`src/rtl/core_types_pkg.sv`:
```
// -----------------------------------------------------------------------------
// core_types_pkg
//   Shared fetch-stage types and constants. This slice holds the return address
//   stack (RAS) geometry, its reset content, and the checkpoint record that the
//   branch checkpoint storage keeps per in-flight branch.
//
//   Contents:
//     RAS_ENTRIES       stack depth (power of 2)
//     RAS_INDEX_WIDTH   head pointer width
//     RAS_COUNT_WIDTH   occupancy width (0..RAS_ENTRIES inclusive)
//     RAS_TARGET_WIDTH  stored target width (PC[31:1])
//     INIT_PC           reset content of every RAS entry (stored as INIT_PC[31:1])
//     INIT_TARGET       INIT_PC[31:1], the value actually held in the array
//     ras_ckpt_t        {index, count, target} checkpoint record
//     ras_make_ckpt()   convenience constructor for ras_ckpt_t
// -----------------------------------------------------------------------------
package core_types_pkg;

  localparam int unsigned RAS_ENTRIES      = 8;
  localparam int unsigned RAS_INDEX_WIDTH  = $clog2(RAS_ENTRIES);
  localparam int unsigned RAS_COUNT_WIDTH  = RAS_INDEX_WIDTH + 1;
  localparam int unsigned RAS_TARGET_WIDTH = 31;

  localparam logic [31:0] INIT_PC = 32'h8000_0000;
  localparam logic [RAS_TARGET_WIDTH-1:0] INIT_TARGET = INIT_PC[31:1];

  // Snapshot taken alongside each predicted branch; restored on mispredict.
  typedef struct packed {
    logic [RAS_INDEX_WIDTH-1:0]  index;
    logic [RAS_COUNT_WIDTH-1:0]  count;
    logic [RAS_TARGET_WIDTH-1:0] target;
  } ras_ckpt_t;

  function automatic ras_ckpt_t ras_make_ckpt(
    input logic [RAS_INDEX_WIDTH-1:0]  index,
    input logic [RAS_COUNT_WIDTH-1:0]  count,
    input logic [RAS_TARGET_WIDTH-1:0] target
  );
    ras_ckpt_t c;
    c.index  = index;
    c.count  = count;
    c.target = target;
    return c;
  endfunction

endpackage

```
`src/rtl/ras.sv`:
```
// -----------------------------------------------------------------------------
// ras
//   Return address stack for the fetch predictors. Fetch pushes the link
//   address PC[31:1] on predicted calls and pops the top as the target on
//   predicted returns. Head index and occupancy are exported so the branch
//   checkpoint logic can snapshot them; the backend restores them through the
//   update port on mispredict/flush. Pure state, no prediction logic.
//
//   Ports:
//     CLK            clock (single domain)
//     nRST           asynchronous active-low reset
//     push_valid     push push_target this cycle
//     push_target    link address PC[31:1]
//     pop_valid      pop the top this cycle
//     update_valid   restore a checkpoint (wins over push/pop)
//     update_index   checkpointed head
//     update_count   checkpointed occupancy (0..RAS_ENTRIES)
//     update_target  checkpointed top target (only used with RAS_REPAIR_TOP_EN)
//     ras_target     array[head], combinational from registered state
//     ras_index      current head
//     ras_count      current occupancy
//     ras_empty      ras_count == 0
//
//   Configuration macro:
//     RAS_REPAIR_TOP_EN  when defined, an update also writes
//                        array[update_index] <= update_target, repairing a top
//                        entry clobbered by a wrong-path pop+push. When
//                        undefined, update_target is ignored.
//
//   Handshake: push_valid/pop_valid/update_valid are single-cycle qualifiers
//   with no ready; every asserted request is accepted on the next CLK edge and
//   its effect is visible on the outputs right after that edge.
// -----------------------------------------------------------------------------
module ras
  import core_types_pkg::*;
(
  input  logic                        CLK,
  input  logic                        nRST,
  input  logic                        push_valid,
  input  logic [RAS_TARGET_WIDTH-1:0] push_target,
  input  logic                        pop_valid,
  input  logic                        update_valid,
  input  logic [RAS_INDEX_WIDTH-1:0]  update_index,
  input  logic [RAS_COUNT_WIDTH-1:0]  update_count,
  input  logic [RAS_TARGET_WIDTH-1:0] update_target,
  output logic [RAS_TARGET_WIDTH-1:0] ras_target,
  output logic [RAS_INDEX_WIDTH-1:0]  ras_index,
  output logic [RAS_COUNT_WIDTH-1:0]  ras_count,
  output logic                        ras_empty
);

  localparam logic [RAS_COUNT_WIDTH-1:0] COUNT_FULL = RAS_COUNT_WIDTH'(RAS_ENTRIES);
  localparam logic [RAS_INDEX_WIDTH-1:0] IDX_ONE    = RAS_INDEX_WIDTH'(1);
  localparam logic [RAS_COUNT_WIDTH-1:0] CNT_ONE    = RAS_COUNT_WIDTH'(1);

  logic [RAS_TARGET_WIDTH-1:0] entries [RAS_ENTRIES];
  logic [RAS_INDEX_WIDTH-1:0]  head, head_nxt;
  logic [RAS_COUNT_WIDTH-1:0]  count, count_nxt;

  // Single array write port: at most one entry changes per cycle.
  logic                        wr_en;
  logic [RAS_INDEX_WIDTH-1:0]  wr_idx;
  logic [RAS_TARGET_WIDTH-1:0] wr_data;

`ifndef RAS_REPAIR_TOP_EN
  logic unused_update_target;
  assign unused_update_target = ^update_target;
`endif

  always_comb begin
    head_nxt  = head;
    count_nxt = count;
    wr_en     = 1'b0;
    wr_idx    = head;
    wr_data   = push_target;

    if (update_valid) begin
      head_nxt  = update_index;
      count_nxt = update_count;
`ifdef RAS_REPAIR_TOP_EN
      wr_en     = 1'b1;
      wr_idx    = update_index;
      wr_data   = update_target;
`endif
    end else if (push_valid && pop_valid) begin
      // Pop-then-push: replace the top in place, even when the stack is empty.
      wr_en = 1'b1;
    end else if (push_valid) begin
      // Pointer wraps naturally; when full this overwrites the oldest entry.
      head_nxt  = head + IDX_ONE;
      wr_en     = 1'b1;
      wr_idx    = head + IDX_ONE;
      count_nxt = (count == COUNT_FULL) ? count : count + CNT_ONE;
    end else if (pop_valid && (count != '0)) begin
      head_nxt  = head - IDX_ONE;
      count_nxt = count - CNT_ONE;
    end
  end

  always_ff @(posedge CLK or negedge nRST) begin
    if (!nRST) begin
      head  <= '0;
      count <= '0;
      for (int i = 0; i < RAS_ENTRIES; i++) begin
        entries[i] <= INIT_TARGET;
      end
    end else begin
      head  <= head_nxt;
      count <= count_nxt;
      if (wr_en) begin
        entries[wr_idx] <= wr_data;
      end
    end
  end

  assign ras_target = entries[head];
  assign ras_index  = head;
  assign ras_count  = count;
  assign ras_empty  = (count == '0);

endmodule

```
`config.mk`:
```
export PLATFORM = sky130hd
export DESIGN_NAME = ras
export DESIGN_NICKNAME = d
export VERILOG_FILES = /design/src/rtl/core_types_pkg.sv /design/src/rtl/ras.sv
export SDC_FILE = /design/constraint.sdc
export NUM_CORES = 1
export LEC_CHECK = 0
export ABC_CLOCK_PERIOD_IN_PS = 5100
export CAP_MARGIN = 20
export CORE_MARGIN = 2
export CORE_UTILIZATION = 62
export DETAILED_ROUTE_END_ITERATION = 8
export PLACE_DENSITY = 0.86
export SYNTH_ARGS = -nofsm -noshare
export SYNTH_HDL_FRONTEND = slang
export SYNTH_SLANG_ARGS = --single-unit
export TNS_END_PERCENT = 1
```
`constraint.sdc`:
```
create_clock -name CLK -period 5.1 [get_ports CLK]
set_input_delay 0.51 -clock CLK [delete_from_list [all_inputs] [get_ports CLK]]
set_output_delay 0.51 -clock CLK [all_outputs]
set_load 0.005 [all_outputs]
```
Word level (Yosys, flattened, before mapping)
Index checks and enable logic that the tools add are counted.

Bits in registers: 255. Input port bits: 74. Output and inout bits: 39.

$add $sub $neg: 4. Order comparisons: 3. Equality and inequality tests: 3. Mux-type cells: 21. Bitwise gates (word level): 2. Reduce and logical (&&, ||, !) cells: 8.

Operators with widths (count): $bwmux W248 (1); $bmux W31 S3 (1); $demux W31 S3 (1); $mux W31 (3); $mux W3 (7); $mux W4 (5); $ge A4 B4 Y1 const B (2); $not A3 Y4 (2); $add A4 B1 Y4 const B (1); $eq A4 B4 Y1 const B (1); $logic_not A4 Y1 (1); $lt A4 B1 Y1 const B (1); $reduce_bool A4 Y1 (1); $sub A4 B1 Y4 const B (1); $add A3 B1 Y3 const B (1); $logic_and A1 B1 Y1 (3); $mux W1 (3); $ne A3 B3 Y1 const B (1); $reduce_and A3 Y1 (1); $reduce_bool A3 Y1 (1); $sub A3 B1 Y3 const B (1); $ne A2 B2 Y1 const B (1); $reduce_and A2 Y1 (1).

Longest topological paths before layout
Depth in word-level cells: 10. Gate-level depth with buffers: 10. Mapped depth without buffers: 6.

Least setup slack after synthesis
OpenSTA, ideal clock, no wires.

Path kind: flip-flop to flip-flop. Start point: register head[0], in the netlist ras_index[0]. End point: register entries[0] (netlist bit). Setup time: 0.125 ns. Arrival: 2.686 ns. Required time: 4.975 ns. Setup slack: 2.290 ns. Cell stages (with the launch flop): 11. Buffers on the path: 4. Period minus slack after synthesis: 2.810 ns. Cell sequence: dfrtp_1 > buf_2 > buf_2 > buf_2 > inv_1 > ha_1 > or3b_1 > a21oi_1 > nor2b_2 > buf_4 > mux2_2.

Word-level cells in the longest chain between the ends: 10. Elaborated cells between the ends (all ways): 11.

RTL lines: start, declared (line ras.sv:57) `logic [RAS_INDEX_WIDTH-1:0] head, head_nxt;`; start signal, assigned (line ras.sv:108) `head <= head_nxt;`; $add A3 B1 Y3 (line ras.sv:92) `wr_idx = head + IDX_ONE;`; $mux W3 (line ras.sv:88) `end else if (push_valid) begin`; $mux W3 (line ras.sv:85) `end else if (push_valid && pop_valid) begin`; $mux W3 * (line ras.sv:77) `if (update_valid) begin`; $not A3 Y4 (not written as such) * (line ras.sv:111) `entries[wr_idx] <= wr_data;`; $ge A4 B4 Y1 (not written as such) / $lt A4 B1 Y1 (equally long branches) (line ras.sv:111); $logic_and A1 B1 Y1 (not written as such) (line ras.sv:111); $mux W31 (not written as such) (line ras.sv:111); $demux W31 S3 * (line ras.sv:111); $bwmux W248 * (line ras.sv:111); end signal, assigned by index (line ras.sv:111); end, declared (line ras.sv:56) `logic [RAS_TARGET_WIDTH-1:0] entries [RAS_ENTRIES];`.

Mark *: on every way between the ends. The rest lies on a longest branch, timed or not. A chain may end at the register's enable or synchronous reset.

Final worst setup path
Start point: register head[0], in the netlist ras_index[0]. End point: output port ras_target[20].

Word-level cells in the longest chain between the ends: 4.

RTL lines: $not A3 Y4 (not written as such) (line ras.sv:116) `assign ras_target = entries[head];`; $bmux W31 S3 (line ras.sv:116); $mux W31 (not written as such) (2 in series) (line ras.sv:116); end, declared (line ras.sv:46) `output logic [RAS_TARGET_WIDTH-1:0] ras_target,`.

Every way passes these cells. The select of a mux whose other input is x is not followed.

==> reports/results.ini <==
[cts]
cts_hold_buf=0
cts_sinks=255
clkTransAtPathRegs_ps=60
cts_root_buf=clkbuf_16
clk-insertion-delay-late_ps=520
postCtsSetupRepairBufs=0
htree_levels=1
cts_resized=0
cts_max_path_buffers=3
cts_tree=built
cts_made_buffers=26

[floorplanning]
dieArea_um2=19900
rows=50
die_h_um=141
boundaryPins=113
core_area_um2=18600
start_util=0.628
die-width_um=141

[setup_path]
slowest_delay_ps=810
critPathLaunchType=register
r2r-start=ras_index[0]
worstRegToRegCells=7
worstPathArrival_ps=3490
crit_slowest_cell=buf_4
worstSetupPathType=register to output pin
cp_max_fo=45
crit_chain=buf_4 > mux4_2 > mux2_2 > clkdlybuf4s50_1
r2r_setup_slack_ps=1610
cp-end-kind=output pin
crit_required_ps=4590
reg2reg_to=entries[29]

[timing]
relSlewSlack=0.255
finalHoldViolations=0
fin_crit_sh=0.784
hold_slack_ps=94.5
fmax_mhz=250
min_period_ps=4000
skew_ps=12.9
rsz0062_at_grt=no
fin_tns_setup_ps=0
worst_slew_pin_slew_ps=1120
setup_viol=0
finalWorstSetupSlack_ps=1100
maxSlewViolCount=0

[routing]
drc=0
routedWlPerCell_um=22.9
dr.first_iter.drc_count=294
vias=6477
dr.pass1.iters=4
wirelength_mm=23.7
via_per_inst=6.26
antenna_left=0

[global_routing]
grtUsageTotal=0.247
grt_overflow=0
grt_max_degree=149
antenna_found_initial=0
grt_pass1_wl_mm=38.5
first_global_vias=7108

[yosys]
syn-cell-area_um2=11700
synth_ff_type=dfrtp_1
syn-instance-count=712
ys_warn_count=0
synth_edf_count=0
synthDistinctLibCells=40
synth_area_per_cell_um2=16.4
synth_area_leaders=dfrtp_1 (53%), mux2_2 (26%), mux4_2 (12%)
ys_seq_elements=255
yosysTopAreaCell=dfrtp_1
synth_seq_area_share=0.548
synth_top_area_share=0.530
syn-num-nets=791
synthArstFlopShare=1.00

[status]
status=finished, final reports clean

[power_and_ir_drop]
comb_power_share=0.314
switchingPower_mw=1.99
clockPowerShare=0.225
powerDensity_nw_per_um2=572
internal-power_mw=5.70
p_leak_nw=5.66
power.total_mw=7.69
power_switching_share=0.259
power_frac_seq=0.462
peakVddDrop_mv=0.314

[cells_and_area]
final_cell_mix=mux2_2 (266), dfrtp_1 (244), clkdlybuf4s50_1 (80), mux4_2 (62), clkbuf_16 (27)
finalNetCount=865
insertedDiodeCount=0
areaGrowthSynthToFinish_pct=15.3
final_common_cell=mux2_2
fin_util=0.724
drive_gt1_frac=0.491

[placement]
io_buffer_count=81
dp_slack_ps=1550
gp_congestion=0.738
detailed_place_hpwl_mm=13.9

[hold_path]
hold_class=input port to async pin

[flow_run]
max_cap_viol_count=0

-- how the worst max path moves through the flow --
stage	from	end	slack, ps	cells past startpoint
2_1_floorplan	ras_index[0]	entries[0]	2290	10
3_3_place_gp	ras_index[0]	ras_target[20]	1590	4
3_5_place_dp	ras_index[0]	ras_target[20]	1550	4
4_1_cts	ras_index[0]	ras_target[20]	1000	4
5_1_grt	ras_index[0]	ras_target[0]	870	4
6_report	ras_index[0]	ras_target[20]	1100	4
-- state kept, by name, indices dropped and copies added (netlist names) --
name / cells
entries: 248
ras_index: 3
ras_count: 4
-- worst max-delay path, delay by kind of cell (launching register included) --
family	cells	cell delay [ps]
buffers and inverters	2	1260
DFF	1	760
muxes	2	910
-- cell usage after synthesis, types with 2 or more instances --
| cell | n |
|---|---|
| xor2_1 | 2 |
| mux4_2 | 62 |
| mux2_2 | 266 |
| mux2i_1 | 2 |
| dfrtp_1 | 247 |
| buf_2 | 24 |
| inv_1 | 7 |
| nor3_1 | 2 |
| mux2_1 | 13 |
| xnor2_1 | 5 |
| clkbuf_1 | 12 |
| buf_4 | 9 |
| nand3_1 | 3 |
| nor3b_1 | 2 |
| o21ai_0 | 8 |
| nand3b_1 | 2 |
| dfstp_2 | 8 |
| a21oi_1 | 3 |
| ha_1 | 4 |
| nand2_1 | 8 |
| nand2b_1 | 4 |
-- cells by family after synthesis --
kind of cell	Yosys count	synth area share
AO/OA/AOI/OAI	19	0.0103
flip-flops	255	0.548
buffers and inverters	53	0.0225
multiplexers	343	0.391
AND/OR/NAND/NOR	29	0.0152
adder cells (fa/ha/maj)	5	0.00600
XOR/XNOR	8	0.00761
-- power groups by stage --
stage	Combinational (mW)	Clock, mW	Sequential [mW]
2_1_floorplan	1.72	0	3.35
3_3_place_gp	2.30	0	3.44
3_5_place_dp	2.42	0	3.57
4_1_cts	2.45	1.76	3.55
5_1_grt	2.59	1.85	3.66
6_report	2.41	1.73	3.55
-- cell type report --
class | instances | area [um^2]
Timing Repair Buffer | 92 | 923
Sequential cell | 255 | 6400
Multi-Input combinational cell | 404 | 5050
Clock buffer | 42 | 762
Fill cell | 1098 | 5130
Inverter | 7 | 26.3
Tap cell | 234 | 293
Clock inverter | 1 | 5.00
-- per-stage QoR --
step / area [um^2] / instances
CTS: 13400 / 1034
floorplan: 11700 / 712
finish: 13500 / 1035
global placement: 12700 / 991
detailed placement: 12700 / 991
global route: 13500 / 1035
-- routing by layer --
metal / track usage / part of all wire
met3: 0.0377 / 0.036
met4: 0.0542 / 0.012
met2: 0.424 / 0.52
met1: 0.342 / 0.43
met5: 0 / 0
(Power assumes the default switching activity.)
==> RTL edit 1: new RTL, config.mk and constraints unchanged <==
The package constant `RAS_TARGET_WIDTH` goes from 31 to 62. Comments in the files are not updated.
--- a/src/rtl/core_types_pkg.sv
+++ b/src/rtl/core_types_pkg.sv
@@ -21,3 +21,3 @@
   localparam int unsigned RAS_COUNT_WIDTH  = RAS_INDEX_WIDTH + 1;
-  localparam int unsigned RAS_TARGET_WIDTH = 31;
+  localparam int unsigned RAS_TARGET_WIDTH = 62;
 
Ports: changed (resized push_target, ras_target and update_target); port bits go from 113 to 206. The function was not compared with the original's and may differ.
==> RTL edit 1 against the original RTL <==
Cell area up 94%; cell count up 91%; wire length up 94%; sequential cell count up 248; via count up 87%; setup slack worse by 0.11 ns; synthesized area up 96%; die area up 93%; power up 100%.
==> RTL edit 1: results (changes against the original RTL) <==
- Top area cells in the synthesized netlist: dfrtp_1, mux2_2, mux4_2, mux2_1, buf_6
- CTS resizes: 0 (unchanged)
- Ys async rst share: 100% (unchanged)
- Fill cell count: 2277 (+110%)
- Netlist cell types: 31 (-23%)
- Syn. warnings: 0 (unchanged)
- Post-Syn Nets: 1480 (+87%)
- Biggest register: entries
- Sequential share of the synthesized area: 55.1% (+0.30 points)
- Routability cong.: 0.739 (+0.14%)
- Peak VDD IR: 0.351 mV (+12%)
- Commonest cells in the netlist: dfrtp_1, mux2_2, mux4_2, mux2_1, buf_6
- Vias per cell: 6.13 (-2.0%)
- First-pass GRT wire length: 75.5 mm (+96%)
- Leakage: 10.9 nW (+93%)
- Outcome: finished clean
- Worst Path Max Fanout: 102 (+130%)
- FF-to-FF Start: ras_index[0]
- Clock Skew: 0.0189 ns (+0.00604 ns)
- Hold Crit Depth: 1
- CP arrival: 3.60 ns (+0.11 ns)
- WL final: 46.0 mm (+94%)
- DRT iter0 DRCs: 603 (+110%)
- Num CTS Buffers: 51 (+96%)
- Share of cells above drive strength 1: 45.7% (-3.3 points)
- Post-Synth XOR/XNOR Area: 0.383% (-0.38 points)
- Hold Worst Slack: 0.481 ns (+0.387 ns)
- Port bufs: 143 (+77%)
- Hpwl dp: 26.2 mm (+89%)
- Largest net degree at the start of global routing: 156 (+4.7%)
- Hold Path Class: flop to flop
- CTS hold repair buffers: 1 (+1)
- Initial antenna violation count: 2 (+2)
- Worst reg2reg path endpoint: entries[139]
- Largest register FFs: 496 (+100%)
- Mux contribution to synthesized area: 40.1% (+1.0 points)
- Switching share of total power: 26.2% (+0.30 points)
- Clock Tree Buf Depth: 3 (unchanged)
- R2r setup slk: 1.47 ns (-0.14 ns)
- Measured slew at the worst slew-check pin: 1.10 ns (-0.0222 ns)
- Vias in the first global route: 13500 (+90%)
- Synth Area in Compound Gates: 0.274% (-0.76 points)
- Final #Nets: 1613 (+86%)
- Total iterations of the first detailed-routing run: 7 (+3)
- Worst-Skew Late Latency: 0.58 ns (+0.06 ns)
- Clk root buf: clkbuf_16
- Tot GR Track Use: 25.3% (+0.54 points)
- # H-tree levels: 2 (+1)
- Clk pin slew, worst setup/hold paths: 0.06 ns (about the same)
- Adder-Cell Fraction of Synth Area: 0.306% (-0.29 points)
RTL edit 1: cell count changes in the layout (fill, tap and decap cells not counted), sizes merged, moves of 2 or more:
cell           before  now
mux2              279  562
dfrtp             247  495
clkdlybuf4s50      80  142
mux4               62  124
clkbuf             42   74
buf                12   23
clkinv              1   11
nor2                1   10
bufinv              0    3
mux2i               2    4
nand3b              2    0
nor2b               2    0
xor2                2    4
RTL edit 1: routing by layer:
layer | vias up | global-route usage [%] | share of wire (%)
li1 | 5286 | - | -
met1 | 6556 | 36.1 | 45
met2 | 221 | 41.6 | 49
met3 | 73 | 4.28 | 4.3
met4 | 2 | 5.64 | 1.7
met5 | - | 0 | 0.022
RTL edit 1: logic make-up after synthesis:
kind of cell | Yosys count
DFF | 503
and+or+nand+nor | 30
AOI/OAI and AO/OA | 12
muxes | 690
buffers and inverters | 89
adders and majority gates | 5
xor gates and xnor gates | 10
RTL edit 1: final cells by class:
cell class,count,area (um2),area share [%]
antenna,1,2.50,0.00956
clock buffer,74,1460,5.59
clock inverter,18,180,0.689
inverter,3,11.3,0.0430
multi-input combinational,747,9600,36.7
sequential,503,12600,48.2
tap,468,586,2.24
timing repair buffer,166,1710,6.54
RTL edit 1: through the flow:
stage | area, um2 | cells | setup WS [ns]
2_1_floorplan | 22900 | 1339 | 2.18
3_3_place_gp | 24500 | 1886 | 1.27
3_5_place_dp | 24500 | 1886 | 1.26
4_1_cts | 26200 | 1979 | 0.896
5_1_grt | 26200 | 1979 | 0.765
6_report | 26200 | 1980 | 0.992
RTL edit 1: power groups by stage:
stage / sequential [W] / clock [W] / combinational, W
after global placement: 0.00686 / 0 / 0.00468
after detailed placement: 0.00704 / 0 / 0.00486
after global routing: 0.00724 / 0.00389 / 0.00522
after floorplan: 0.00661 / 0 / 0.00344
final: 0.00698 / 0.00366 / 0.00484
after CTS: 0.00699 / 0.00373 / 0.00491
RTL edit 1: how the worst max path moves through the flow:
stage / from / endpoint / slack [ns] / depth (start not counted)
finish: ras_index[0] / ras_target[48] / 0.99 / 4
floorplan: ras_index[1] / entries[187] / 2.18 / 10
detailed placement: update_valid / entries[134] / 1.26 / 7
global placement: update_valid / entries[126] / 1.27 / 7
CTS: ras_index[0] / ras_target[7] / 0.90 / 4
global route: ras_index[0] / ras_target[48] / 0.76 / 4
RTL edit 1: worst max-delay path: stages (launching register included):
cell,delay (ns)
dfrtp_4,0.81
buf_12,0.71
mux4_2,0.59
mux2_2,0.28
clkdlybuf4s50_1,0.53
==> RTL edit 2: new RTL, same flow settings <==
Made on the original files. Register the output `ras_count` once more, without a reset; this adds one clock of latency there. The other outputs are not delayed to match.
--- a/src/rtl/ras.sv
+++ b/src/rtl/ras.sv
@@ -117,3 +117,5 @@
   assign ras_index  = head;
-  assign ras_count  = count;
+  always_ff @(posedge CLK) begin
+    ras_count <= count;
+  end
   assign ras_empty  = (count == '0);
Function: changed (Yosys sat finds a counterexample within 4 cycles, from zero or initial values and one cycle with nRST low).
==> RTL edit 2 against the original RTL <==
Die area is 0.51% higher; wire length is 1.6% higher; setup slack worse by 0.0051 ns; synthesized area is 0.53% higher; maximum frequency is 0.13% lower; clock power is 8% higher; non-clock buffer count is 3 lower; power is 3.5% higher; cell area is 0.63% higher; sequential cell count is 4 higher.
==> RTL edit 2: results (changes against the original RTL) <==
- Worst Path Max Fanout: 39 (-13%)
- Depth of the worst register-to-register path: 6 (-1)
- Tot GR Track Use: 24.9% (+0.18 points)
- Commonest cells in the netlist: mux2_2, dfrtp_1, mux4_2, buf_2, clkbuf_1
- Met1 Track Usage GR: 33.3% (-0.91 points)
- Outcome: finished clean
- Largest net degree at the start of global routing: 159 (+6.7%)
- ANT cells: 0 (unchanged)
- FF-to-FF Start: ras_index[1]
- Routability cong.: 0.796 (+7.9%)
- Grt met3 use: 3.81% (+0.043 points)
- Top area cells in the synthesized netlist: dfrtp_1, mux2_2, mux4_2, dfstp_2, buf_2
- Fill cell count: 1117 (+1.7%)
- M2 GR Usage: 43.2% (+0.79 points)
- Vias in the first global route: 7199 (+1.3%)
- Hold Worst Slack: 0.0922 ns (-0.00239 ns)
- WL met2: 12.5 mm (+0.66%)
- Vias per cell: 6.21 (-0.71%)
- Crit-path slowest cell: dfrtp_4
- Syn_area_per_cell: 16.5 um2 (+0.38%)
- Post-Syn Nets: 792 (+0.13%)
- Non-filler cells, final: 1036 (+0.097%)
- Seq. cell area: 6480 um2 (+1.3%)
- Leakage: 5.73 nW (+1.2%)
- DRT iter0 DRCs: 374 (+27%)
- Peak VDD IR: 0.359 mV (+14%)
- Wire length on met1: 10.2 mm (+0.22%)
- Worst-Skew Late Latency: 0.52 ns (about the same)
- CTS resizes: 0 (unchanged)
- Clock Skew: 0.00646 ns (-0.00641 ns)
- Final #Nets: 863 (-0.23%)
- Share of cells above drive strength 1: 51.9% (+2.8 points)
- Crit path largest cell delay: 0.88 ns (+0.07 ns)
- WL final: 24.1 mm (+1.6%)
- Switching share of total power: 26.2% (+0.24 points)
- Netlist cell types: 38 (-5.0%)
- Sequential share of the synthesized area: 55.2% (+0.40 points)
- Clk root buf: clkbuf_16
- Ys async rst share: 98.5% (-1.5 points)
- R2r setup slk: 1.58 ns (-0.03 ns)
- Num CTS Buffers: 27 (+3.8%)
- First-pass GRT wire length: 38.6 mm (+0.40%)
- Post-DP Area: 12700 um2 (+0.18%)
- Family with the most delay on the worst path: buffers and inverters
- Placed Instances: 989 (-0.20%)
- Max transition margin: 20.0% (-5.5 points)
- Hpwl dp: 14.0 mm (+1.3%)
## RTL edit 2: cell types whose count changed in the layout (fill, tap and decap cells not counted), sizes merged, moves of 2 or more
| cell | before | now |
|---|---|---|
| buf | 12 | 9 |
| clkinv | 1 | 4 |
| dfxtp | 0 | 4 |
| inv | 7 | 4 |
| mux2 | 279 | 282 |
| nand2b | 4 | 2 |
| nor2 | 1 | 4 |
| o21ai | 8 | 6 |
| xnor2 | 6 | 4 |
## RTL edit 2: logic make-up after synthesis
kind of cell	share of synthesized area (%)
muxes	39.2
adders and majority gates	0.597
and+or+nand+nor	1.53
DFF	55.2
buffers and inverters	2.25
AOI/OAI and AO/OA	0.715
xor gates and xnor gates	0.512
## RTL edit 2: worst max-delay path by stage
stage                  from             to  slack [ns]  cells after the start
5_1_grt        ras_index[0]  ras_target[0]        0.85                      4
3_3_place_gp   update_valid   entries[225]        1.53                      6
4_1_cts        ras_index[0]  ras_target[0]        0.99                      4
2_1_floorplan  ras_index[0]  ras_target[0]        2.71                      5
6_report       ras_index[0]  ras_target[0]        1.10                      4
3_5_place_dp   update_valid   entries[233]        1.41                      6
## RTL edit 2: cell type report
class | instances | share of cell area [%]
sequential | 259 | 47.8
multi-input combinational | 403 | 37.1
timing repair buffer | 89 | 6.47
clock buffer | 42 | 6.07
tap | 234 | 2.16
clock inverter | 5 | 0.203
inverter | 4 | 0.111
## RTL edit 2: power by group through the flow
stage	Combinational [W]	Clock (W)	Sequential, W
global route	0.00267	0.00198	0.00372
detailed placement	0.00249	0	0.00363
CTS	0.00252	0.00190	0.00361
finish	0.00249	0.00186	0.00361
floorplan	0.00177	0	0.00339
global placement	0.00237	0	0.00349
